===== config.mk =====
export PLATFORM = sky130hd
export DESIGN_NAME = divrem_iter
export DESIGN_NICKNAME = d
export VERILOG_FILES = /design/src/rtl/divrem_iter.sv
export SDC_FILE = /design/constraint.sdc
export NUM_CORES = 1
export LEC_CHECK = 0
export CAP_MARGIN = 20
export CORE_ASPECT_RATIO = 1.1
export CORE_UTILIZATION = 25
export CTS_CLUSTER_DIAMETER = 80
export DETAILED_ROUTE_END_ITERATION = 6
export PLACE_DENSITY_LB_ADDON = 0.25
export SLEW_MARGIN = 20
export SYNTH_ARGS = -nofsm -noshare
export SYNTH_HDL_FRONTEND = slang
export SYNTH_SLANG_ARGS = --single-unit
export TNS_END_PERCENT = 100

===== constraint.sdc =====
create_clock -name clk -period 3.15 [get_ports clk]
set_input_delay 0.945 -clock clk [delete_from_list [all_inputs] [get_ports clk]]
set_output_delay 0.945 -clock clk [all_outputs]
set_load 0.01 [all_outputs]

===== src/rtl/divrem_iter.sv =====
// divrem_iter -- iterative radix-2 restoring divider for RISC-V DIV/DIVU/REM/REMU.
//
// Operands are captured on StartE in IDLE. Signed operations are folded onto an
// unsigned core by taking absolute values and fixing the signs afterwards. One
// quotient bit is produced per ITER cycle. The pipeline hazard logic stalls on
// Busy, and the Memory stage releases DONE by dropping StallM.
//
// Optional feature macro: DIVREM_WORD_OPS_EN (XLEN=64 only). When defined,
// W64E=1 runs a 32-bit operation (DIVW etc.) whose result is sign-extended.
// When undefined, W64E is ignored.
//
// Ports:
//   clk            in   clock, rising edge
//   reset_n        in   synchronous active-low reset
//   StallM         in   holds DONE (and Result) while high
//   FlushE         in   abort any operation, return to IDLE
//   StartE         in   start request, sampled in IDLE only
//   Funct3E[2:0]   in   100 div, 101 divu, 110 rem, 111 remu
//   W64E           in   word operation select
//   ForwardedSrcAE in   dividend
//   ForwardedSrcBE in   divisor
//   Busy           out  INIT, ITER or FIXUP
//   Done           out  Result valid (DONE state)
//   Result         out  quotient or remainder
//
// state  | meaning
// -------+--------------------------------------------------------------
// IDLE   | waiting for StartE
// INIT   | absolute values, sign capture, divide-by-zero short cut
// ITER   | one shift/trial-subtract step per cycle, N cycles
// FIXUP  | restore signs, pick quotient or remainder
// DONE   | Result valid, held while StallM
module divrem_iter #(
  parameter int XLEN = 64
) (
  input  logic            clk,
  input  logic            reset_n,
  input  logic            StallM,
  input  logic            FlushE,
  input  logic            StartE,
  input  logic [2:0]      Funct3E,
  input  logic            W64E,
  input  logic [XLEN-1:0] ForwardedSrcAE,
  input  logic [XLEN-1:0] ForwardedSrcBE,
  output logic            Busy,
  output logic            Done,
  output logic [XLEN-1:0] Result
);

  localparam int CW = $clog2(XLEN);

  typedef enum logic [2:0] {
    S_IDLE  = 3'd0,
    S_INIT  = 3'd1,
    S_ITER  = 3'd2,
    S_FIXUP = 3'd3,
    S_DONE  = 3'd4
  } state_t;

  state_t r_state;
  state_t w_state_nxt;

  logic [XLEN-1:0] r_a;
  logic [XLEN-1:0] r_b;
  logic [1:0]      r_op;
  logic [XLEN-1:0] r_rem;
  logic [XLEN-1:0] r_quo;
  logic [XLEN-1:0] r_dvs;
  logic            r_sign_q;
  logic            r_sign_r;
  logic [CW-1:0]   r_cnt;
  logic [XLEN-1:0] r_result;

  logic            w_word;
  logic            w_signed;
  logic [XLEN-1:0] w_a_ext;
  logic [XLEN-1:0] w_b_ext;
  logic            w_sign_a;
  logic            w_sign_b;
  logic [XLEN-1:0] w_abs_a;
  logic [XLEN-1:0] w_abs_b;
  logic [XLEN-1:0] w_q_init;
  logic            w_div0;
  logic [XLEN:0]   w_rsh;
  logic [XLEN:0]   w_trial;
  logic            w_ge;
  logic [XLEN-1:0] w_q_fix;
  logic [XLEN-1:0] w_r_fix;
  logic [XLEN-1:0] w_res_raw;
  logic [XLEN-1:0] w_res_fin;
  logic            w_unused_f3;

  assign w_unused_f3 = Funct3E[2];
  assign w_signed    = ~r_op[0];

`ifdef DIVREM_WORD_OPS_EN
  logic r_word;

  assign w_word = r_word;

  always_comb begin
    w_a_ext = r_a;
    w_b_ext = r_b;
    if (r_word) begin
      w_a_ext = {{(XLEN-32){w_signed & r_a[31]}}, r_a[31:0]};
      w_b_ext = {{(XLEN-32){w_signed & r_b[31]}}, r_b[31:0]};
    end
  end

  // A word dividend sits in the upper half of Q so that 32 shifts bring it
  // fully through R; the quotient then lands zero-extended in Q.
  assign w_q_init  = r_word ? {w_abs_a[31:0], {(XLEN-32){1'b0}}} : w_abs_a;
  assign w_res_fin = r_word ? {{(XLEN-32){w_res_raw[31]}}, w_res_raw[31:0]} : w_res_raw;
`else
  logic w_unused_w64;

  assign w_unused_w64 = W64E;
  assign w_word       = 1'b0;
  assign w_a_ext      = r_a;
  assign w_b_ext      = r_b;
  assign w_q_init     = w_abs_a;
  assign w_res_fin    = w_res_raw;
`endif

  assign w_sign_a = w_signed & w_a_ext[XLEN-1];
  assign w_sign_b = w_signed & w_b_ext[XLEN-1];
  // |MIN| wraps back to MIN, which read as unsigned is the correct magnitude.
  assign w_abs_a  = w_sign_a ? -w_a_ext : w_a_ext;
  assign w_abs_b  = w_sign_b ? -w_b_ext : w_b_ext;
  assign w_div0   = (w_b_ext == '0);

  // R < D always holds, so R shifted with the next dividend bit fits in
  // XLEN+1 bits and the trial difference sign is its top bit.
  assign w_rsh   = {r_rem, r_quo[XLEN-1]};
  assign w_trial = w_rsh - {1'b0, r_dvs};
  assign w_ge    = ~w_trial[XLEN];

  assign w_q_fix = r_sign_q ? -r_quo : r_quo;
  assign w_r_fix = r_sign_r ? -r_rem : r_rem;

  always_comb begin
    w_res_raw = r_op[1] ? w_r_fix : w_q_fix;
    if (r_state == S_INIT) begin
      w_res_raw = r_op[1] ? w_a_ext : '1;
    end
  end

  always_ff @(posedge clk) begin
    if (!reset_n) begin
      r_state <= S_IDLE;
    end else begin
      r_state <= w_state_nxt;
    end
  end

  always_comb begin
    w_state_nxt = r_state;
    Busy        = 1'b0;
    Done        = 1'b0;
    case (r_state)
      S_IDLE: begin
        if (StartE) w_state_nxt = S_INIT;
      end
      S_INIT: begin
        Busy        = 1'b1;
        w_state_nxt = w_div0 ? S_DONE : S_ITER;
      end
      S_ITER: begin
        Busy = 1'b1;
        if (r_cnt == '0) w_state_nxt = S_FIXUP;
      end
      S_FIXUP: begin
        Busy        = 1'b1;
        w_state_nxt = S_DONE;
      end
      S_DONE: begin
        Done = 1'b1;
        if (!StallM) w_state_nxt = S_IDLE;
      end
      default: w_state_nxt = S_IDLE;
    endcase
    if (FlushE) w_state_nxt = S_IDLE;
  end

  always_ff @(posedge clk) begin
    if (!reset_n) begin
      r_a      <= '0;
      r_b      <= '0;
      r_op     <= '0;
      r_rem    <= '0;
      r_quo    <= '0;
      r_dvs    <= '0;
      r_sign_q <= 1'b0;
      r_sign_r <= 1'b0;
      r_cnt    <= '0;
      r_result <= '0;
`ifdef DIVREM_WORD_OPS_EN
      r_word   <= 1'b0;
`endif
    end else begin
      case (r_state)
        S_IDLE: begin
          if (StartE && !FlushE) begin
            r_a  <= ForwardedSrcAE;
            r_b  <= ForwardedSrcBE;
            r_op <= Funct3E[1:0];
`ifdef DIVREM_WORD_OPS_EN
            r_word <= W64E;
`endif
          end
        end
        S_INIT: begin
          r_rem    <= '0;
          r_quo    <= w_q_init;
          r_dvs    <= w_abs_b;
          r_sign_q <= w_sign_a ^ w_sign_b;
          r_sign_r <= w_sign_a;
          r_cnt    <= w_word ? CW'(31) : CW'(XLEN-1);
          if (w_div0 && !FlushE) r_result <= w_res_fin;
        end
        S_ITER: begin
          r_rem <= w_ge ? w_trial[XLEN-1:0] : w_rsh[XLEN-1:0];
          r_quo <= {r_quo[XLEN-2:0], w_ge};
          r_cnt <= r_cnt - CW'(1);
        end
        S_FIXUP: begin
          if (!FlushE) r_result <= w_res_fin;
        end
        default: ;
      endcase
    end
  end

  assign Result = r_result;

endmodule


# Word level (Yosys, flattened, before mapping)
# Index checks and enable logic that the tools add are counted.
# Widths: inputs -> output; s select.
word_totals:
  reg_bits: 397
  in_bits: 137
  out_inout_bits: 66
  wordCells: 66
classes:
  n_addsub: 6
  n_eq_ne: 9
  mux: 21
  n_bitwise: 6
  reduce_logical: 13
ops:
  columns: ["op", "count"]
  rows:
  - ["$mux 64", 10]
  - ["$pmux 64 s2", 3]
  - ["$neg 64->64", 4]
  - ["$sub 65x64->65", 1]
  - ["$logic_not 64->1", 1]
  - ["$pmux 3 s5", 1]
  - ["$mux 3", 4]
  - ["$pmux 6 s2", 1]
  - ["$ne 2x2->1 const B", 4]
  - ["$eq 3x2->1 const B", 2]
  - ["$logic_not 6->1", 1]
  - ["$reduce_and 3->1", 2]
  - ["$sub 6x1->6 const B", 1]
  - ["$reduce_bool 2->1", 2]
  - ["$eq 3x1->1 const B", 1]
  - ["$eq 3x3->1 const B", 1]
  - ["$logic_not 3->1", 1]
  - ["$not 1->1", 3]
  - ["$reduce_or 3->1", 1]
  - ["$and 1x1->1", 2]
  - ["$logic_and 1x1->1", 2]
  - ["$mux 1", 2]
  - ["$ne 2x1->1 const B", 1]
  - ["$reduce_and 2->1", 1]
  - ["other kinds (3)", 3]

# Logic depth before layout (Yosys ltp)
# Gate-level depths: netlist of the first run.
logic_depth:
  ltp_word: 6
  ltp_mapped: 15
  ltp_nobuf: 13

# Worst setup path after synthesis of the first run
# OpenSTA, ideal clock, no wires.
synth_path:
  path_type: "reg2reg"
  startpoint: "register r_quo[63]"
  endpoint: "register r_rem[3]"
  setup_ns: 0.130
  t_arrival_ns: 3.304
  t_required_ns: 3.020
  setup_slack_ns: -0.284
  stages_incl_launch_ff: 16
  n_path_buf: 2
  synth_period_minus_slack_ns: 3.434
  path_cell_list: "dfxtp_1 -> inv_1 -> ha_1 -> fa_1 -> nand2b_1 -> a21oi_1 -> o21ai_0 -> a2111oi_0 -> o21ai_0 -> o21ai_1 -> o2111ai_1 -> o211ai_1 -> buf_2 -> buf_2 -> mux2i_1 -> o21ai_0"
synth_via:
  elab_chain_cells: 3
synth_lines:
  columns: ["item", "line", "rtl"]
  rows:
  - ["start: declaration", "67", "logic [XLEN-1:0] r_quo;"]
  - ["start signal: assignment", "214", "r_quo <= w_q_init;"]
  - ["start signal: assignment", "223", "r_quo <= {r_quo[XLEN-2:0], w_ge};"]
  - ["$sub 65x64->65", "135", "assign w_trial = w_rsh - {1'b0, r_dvs};"]
  - ["$mux 64", "222", "r_rem <= w_ge ? w_trial[XLEN-1:0] : w_rsh[XLEN-1:0];"]
  - ["$pmux 64 s2", "201", "case (r_state)"]
  - ["end signal: assignment", "222", null]
  - ["end: declaration", "66", "logic [XLEN-1:0] r_rem;"]
# Every way passes these cells.
# A chain may end at the register's enable or synchronous reset.

# Worst setup path after layout of the first run
layout_path:
  startpoint: "register r_quo[15]"
  endpoint: "register r_result[41] (netlist: Result[41])"
layout_via:
  elab_chain_cells: 6
  elab_cells_between_ends: 7
  classes_between: "add/sub (1); mux (6)"
layout_lines:
  columns: ["item", "line", "rtl"]
  rows:
  - ["$neg 64->64 (*)", "138", "assign w_q_fix = r_sign_q ? -r_quo : r_quo;"]
  - ["$mux 64 (*)", "138", null]
  - ["$mux 64 (*)", "142", "w_res_raw = r_op[1] ? w_r_fix : w_q_fix;"]
  - ["$mux 64 (*)", "143", "if (r_state == S_INIT) begin"]
  - ["$mux 64, on equally long branches", "227, 219", null]
  - ["$pmux 64 s2 (*)", "201", null]
  - ["end signal: assignment", "219", "if (w_div0 && !FlushE) r_result <= w_res_fin;"]
  - ["end signal: assignment", "227", "if (!FlushE) r_result <= w_res_fin;"]
  - ["end: declaration", "72", "logic [XLEN-1:0] r_result;"]
# Every way passes the cells marked *; elsewhere a longest branch is shown, timed or not. The select of a mux whose other input is x is not followed.

==> results of run 1 <==
registers in the layout, summed over array words and instances, names as in the netlist, 3 cells and up:
name and cells:
r_cnt 6, r_rem 64, Result 64, r_b 64, r_dvs 64, r_a 64, r_state 3, r_quo 64
report_power, final:
group | switching (mW) | total (mW) | internal [mW]
Combinational | 1.91 | 3.42 | 1.51
Clock | 2.47 | 6.15 | 3.69
Sequential | 0.157 | 5.33 | 5.18
Total | 4.53 | 14.9 | 10.4
metal layers:
layer	GRT usage	wire, um
met4	0.04513	2253
met3	0.02682	4898
met2	0.2811	41630
met5	0	0
met1	0.2584	46180
area by class of cell:
class,instances,area [um^2]
Tap cell,1281,1603
Inverter,102,392.9
Timing Repair Buffer,707,6351
Clock buffer,74,1515
Clock inverter,21,252.7
Sequential cell,397,7981
Fill cell,10280,62680
Multi-Input combinational cell,2627,16970
critical path, stage by stage, from the launching register on:
cell and delay [ns]:
dfxtp_2 0.31, or4_4 0.53, or4_4 0.44, or4_4 0.49
or3_4 0.42, or3_4 0.40, o31ai_4 0.19, xor2_1 0.19
a21oi_1 0.09, a22o_1 0.20
cells by family (layout without fill, tap and decap cells):
family          after synthesis  count (layout)
compound gates             1050            1050
xor+xnor                    283             283
fa+ha+maj                    71              71
buf+inv                     318             904
flops                       397             397
mux                          58              58
simple gates               1165            1165
final timing paths:
path | cells after the start | start | slack, ns | end
worst min register to register | 2 | r_dvs[49]$_SDFFE_PN0P_ | 0.45 | r_dvs[49]$_SDFFE_PN0P_
worst max register to register | 9 | r_quo[15]$_SDFFE_PN0P_ | -0.23 | Result[41]$_SDFFE_PN0P_
worst max-delay path | 9 | r_quo[15]$_SDFFE_PN0P_ | -0.23 | Result[41]$_SDFFE_PN0P_
worst min-delay path | 2 | r_dvs[49]$_SDFFE_PN0P_ | 0.45 | r_dvs[49]$_SDFFE_PN0P_
per-stage QoR:
stage,setup slack [ns],util,cell area [um^2]
4_1_cts,-0.3357,0.3497,34180
5_1_grt,-0.2905,0.3587,35060
3_3_place_gp,-0.4122,0.3209,31360
2_1_floorplan,-0.1367,-,24880
3_5_place_dp,-0.5354,0.3209,31360
6_report,-0.2303,0.3587,35060
cells in the mapped netlist (35+ instances only):
cell type    n
nand2_1    597
a21oi_1    401
dfxtp_1    397
nor2_1     234
o21ai_0    231
clkbuf_1   187
xor2_1     157
xnor2_1    126
inv_1      102
ha_1        70
a22oi_1     66
mux2i_1     57
nor3_1      57
o31ai_1     55
a211oi_1    52
or3_1       44
nand3_1     39
or4_1       35
what timing repair did:
item / CTS / global route
setup endpoints to repair: 141 / 142
gates resized for setup: 229 / 159
cloned: 2 / 6
pin swaps: 67 / 92
endpoints found under the hold margin: 0 / 0
setup buffers: 29 / 22
==> flow_summary.yaml, run 1 <==
run_status:
  status: "complete, but fails checks"
  violations: "setup timing"
grt:
  grt_max_degree: 140
  grt_pass1_wl_um: 143700
  antenna_found_initial: 0
  grt_pass1_vias: 24450
  grt-ovfl-total: 0
  grt_usage: 0.1808
final_layout:
  area_growth_pct: 41.45
  final_common_cell: "nand2_1"
  drive_gt1_frac: 0.2138
  diodes: 0
  nNetsFinal: 4095
  final_cell_mix: "588 x nand2_1, 449 x buf_4, 380 x a21oi_1"
  instances_no_fill: 5209
timing:
  hold_viol_final: 0
  setup_viol: 84
  tightestPinTransition_ns: 0.9305
  relSlewSlack: 0.3770
  period_share: 1.073
  max_freq_mhz: 295.8
  fin_tns_setup_ns: -6.527
  whs_ns: 0.4496
  setup_ws_ns: -0.2303
  worst_clock_skew_ns: 0.02550
  rsz0062_at_grt: "yes"
  min_period_ns: 3.380
  slew_violations: 0
yosys:
  synth.mux.area_fraction: 0.02347
  synth_edf_count: 0
  synth_top_area_frac: 0.3206
  ys_ff_latch: 397
  synth_top_family_by_area: "compound AO/OA/AOI/OAI gates"
  synth_area_leaders: "dfxtp_1 32%, nand2_1 9.0%, a21oi_1 8.1%, xor2_1 5.5%, o21ai_0 4.7%"
  synth_simple_gate_area_share: 0.2108
  ys.flop_type: "dfxtp_1"
  synthAdderAreaFrac: 0.03614
  synth_cells: 3342
  synthArstFlopShare: 0
  synth_xor_area_frac: 0.1000
  synth_compound_area_frac: 0.2602
  synth_cell_types: 73
  synth_seq_area_share: 0.3206
  syn-cell-area_mm2: 0.02479
  synth_warnings: 0
  synth_fp_nets: 3550
  avgSynthCellArea_um2: 7.417
  synth_top_area_cell: "dfxtp_1"
floorplanning:
  die_width_um: 302.2
  io_pins: 203
  initial_core_util: 0.2536
  die_y_um: 332.2
  fp-row-count: 120
  core_area_mm2: 0.09774
  dieArea_mm2: 0.1004
critical_path:
  crit_type: "flop to flop"
  critPathCaptureType: "flop"
  crit_arrival_ns: 3.88
  required_ns: 3.65
  critical_path.max_fanout: 5
  worst_setup_path_start_kind: "flop"
flow_run:
  drv_cap: 0
power_and_ir_drop:
  power_leakage_nw: 13.80
  powerDensity_mw_per_mm2: 425.1
  finalPower_mw: 14.90
  ir_drop_mv: 0.3928
clock_network:
  ctsRootBufferMaster: "clkbuf_16"
  ctsHtreeMaxLevel: 2
  insertion_delay_ns: 0.62
  clkSinkCount: 397
  cts_inserted_buffers: 52
  cts_tree: "done"
  cts_hold_buf: 0
  clk_pin_slew_ns: 0.06
  clockBufferDepth: 3
route:
  drc_errors: 0
  wl_per_cell_um: 18.23
  drt-total-wl_um: 94960
  num_vias: 25650
  via_per_inst: 4.923
  antenna_left: 0
  firstDrtPassIters: 7
  drtIter0Drc: 1645
place:
  gp_congestion: 0.8842
  dp_hpwl_um: 70740
  placedCellCount: 5065
  port_buffers: 200
worst_hold_path:
  hold_class: "flop to flop"
(Power assumes the default switching activity.)
==> inputs of run 2 (changes only) <==
- PLACE_DENSITY_LB_ADDON: 0.25 -> default
==> run 2 against run 1 <==
Compared with the run above: global-route usage fell by 0.10 points; die area is the same; register-to-register slack got worse by 0.04 ns; clock-buffer cell count is 9 lower; cell count fell by 0.50%; largest cell class unchanged; clock skew is 0.0092 ns higher; largest power group unchanged; the run still ends with setup timing left; worst setup slack lost 0.042 ns.
==> flow_summary.yaml, run 2 (synthesis results as in run 1) <==
run_status:
  status: "complete, but fails checks"
  violations: "setup timing"
grt:
  antenna_found_initial: 0
  grt_usage: 0.1798
  grt_pass1_vias: 24870
  grt_max_degree: 119
  grt_pass1_wl_um: 143300
  grt-ovfl-total: 0
place:
  dp_hpwl_um: 70450
  gp_congestion: 0.8927
  port_buffers: 200
  place_ws_ns: -0.5543
critical_path:
  required_ns: 3.64
  critical_path.max_fanout: 6
  crit_type: "flop to flop"
  critPathCaptureType: "flop"
  worst_setup_path_start_kind: "flop"
  crit_arrival_ns: 3.91
final_layout:
  fillerInstances: 10180
  final_common_cell: "nand2_1"
  drive_gt1_frac: 0.2112
  multi_input_area_mm2: 0.01723
  area_growth_pct: 42.49
  seqCellArea_mm2: 0.007963
  diodes: 0
  final_util: 0.3613
  nNetsFinal: 4073
  final_cell_mix: "580 x nand2_1, 415 x buf_4, 385 x dfxtp_1"
floorplanning:
  core_area_mm2: 0.09774
  dieArea_mm2: 0.1004
  initial_core_util: 0.2536
  die_width_um: 302.2
  fp-row-count: 120
  die_y_um: 332.2
  io_pins: 203
timing:
  whs_ns: 0.4542
  period_share: 1.086
  min_period_ns: 3.422
  rsz0062_at_grt: "yes"
  hold_viol_final: 0
  setup_ws_ns: -0.2720
  setup_viol: 115
  relSlewSlack: 0.3168
  tightestPinTransition_ns: 1.020
  max_freq_mhz: 292.2
  fin_tns_setup_ns: -13.34
  worst_clock_skew_ns: 0.03472
  slew_violations: 0
clock_network:
  clk_pin_slew_ns: 0.06
  cts_tree: "done"
  clockBufferDepth: 3
  insertion_delay_ns: 0.62
  ctsHtreeMaxLevel: 2
  cts_inserted_buffers: 50
  ctsRootBufferMaster: "clkbuf_16"
  clkSinkCount: 397
power_and_ir_drop:
  power_leakage_nw: 13.83
  ir_drop_mv: 0.3582
  powerDensity_mw_per_mm2: 422.3
worst_hold_path:
  hold_class: "flop to flop"
route:
  wl_per_cell_um: 18.32
  antenna_left: 0
  via_per_inst: 5.029
  num_vias: 26060
  drtIter0Drc: 1967
  firstDrtPassIters: 5
  drc_errors: 0
  drt-total-wl_um: 94970
flow_run:
  drv_cap: 0
[run 2: cell types whose count changed in the layout (fill, tap and decap cells not counted), moves of 7 or more]
cell	delta
dfxtp_1	+7
a221oi_2	-10
a21oi_1	-24
buf_4	-34
nand2_1	-8
a221oi_4	+10
a21oi_2	+20
[run 2: path summary, 6_finish.rpt]
| kind | startpoint | to | slack [ns] | cells after the start |
|---|---|---|---|---|
| min | r_dvs[50]$_SDFFE_PN0P_ | r_dvs[50]$_SDFFE_PN0P_ | 0.45 | 2 |
| min reg2reg | r_dvs[50]$_SDFFE_PN0P_ | r_dvs[50]$_SDFFE_PN0P_ | 0.45 | 2 |
| max | r_quo[15]$_SDFFE_PN0P_ | Result[51]$_SDFFE_PN0P_ | -0.27 | 10 |
| max reg2reg | r_quo[15]$_SDFFE_PN0P_ | Result[51]$_SDFFE_PN0P_ | -0.27 | 10 |
[run 2: final cells by class]
class                           instances  area share
Clock buffer                           65     0.03961
Clock inverter                         24    0.009530
Inverter                              102     0.01105
Multi-Input combinational cell       2627      0.4879
Sequential cell                       397      0.2254
Tap cell                             1281     0.04538
Timing Repair Buffer                  687      0.1811
[run 2: what timing repair did]
action,in CTS,in global routing
hold buffers,0,0
setup endpoints to repair,139,143
setup buffers,15,11
gates cloned,5,11
resized for setup,204,212
pin swaps,57,98
[run 2: critical path: stages (launching register included)]
cell and delay [ns]:
dfxtp_2 0.31, or4_4 0.54, or4_4 0.43, or4_4 0.50, or3_4 0.42, or2_4 0.30, o31ai_4 0.18, xor2_1 0.24
a21oi_2 0.09, a21oi_2 0.21, o21ai_1 0.08
[run 2: report_power, final]
group | switching (mW) | internal [mW]
clock network | 2.42 | 3.71
registers | 0.172 | 5.18
logic | 1.92 | 1.51
[run 2: metal layers]
metal	up-vias	share of wire	routed length (um)	global-route usage
li1	12950	-	-	-
met4	0	0.034	3242	0.06114
met2	783	0.45	42400	0.2835
met3	168	0.055	5201	0.02316
met5	-	0	0	0
met1	12160	0.46	44130	0.2497
[run 2: through the flow]
stage               cell area [um^2]  std cells  total power [mW]
finish                         35320       5183             14.92
global route                   35320       5183             15.51
CTS                            34050       5166             14.83
detailed placement             31340       5058             8.434
global placement               31340       5058             8.420
floorplan                      24880       3342             7.112
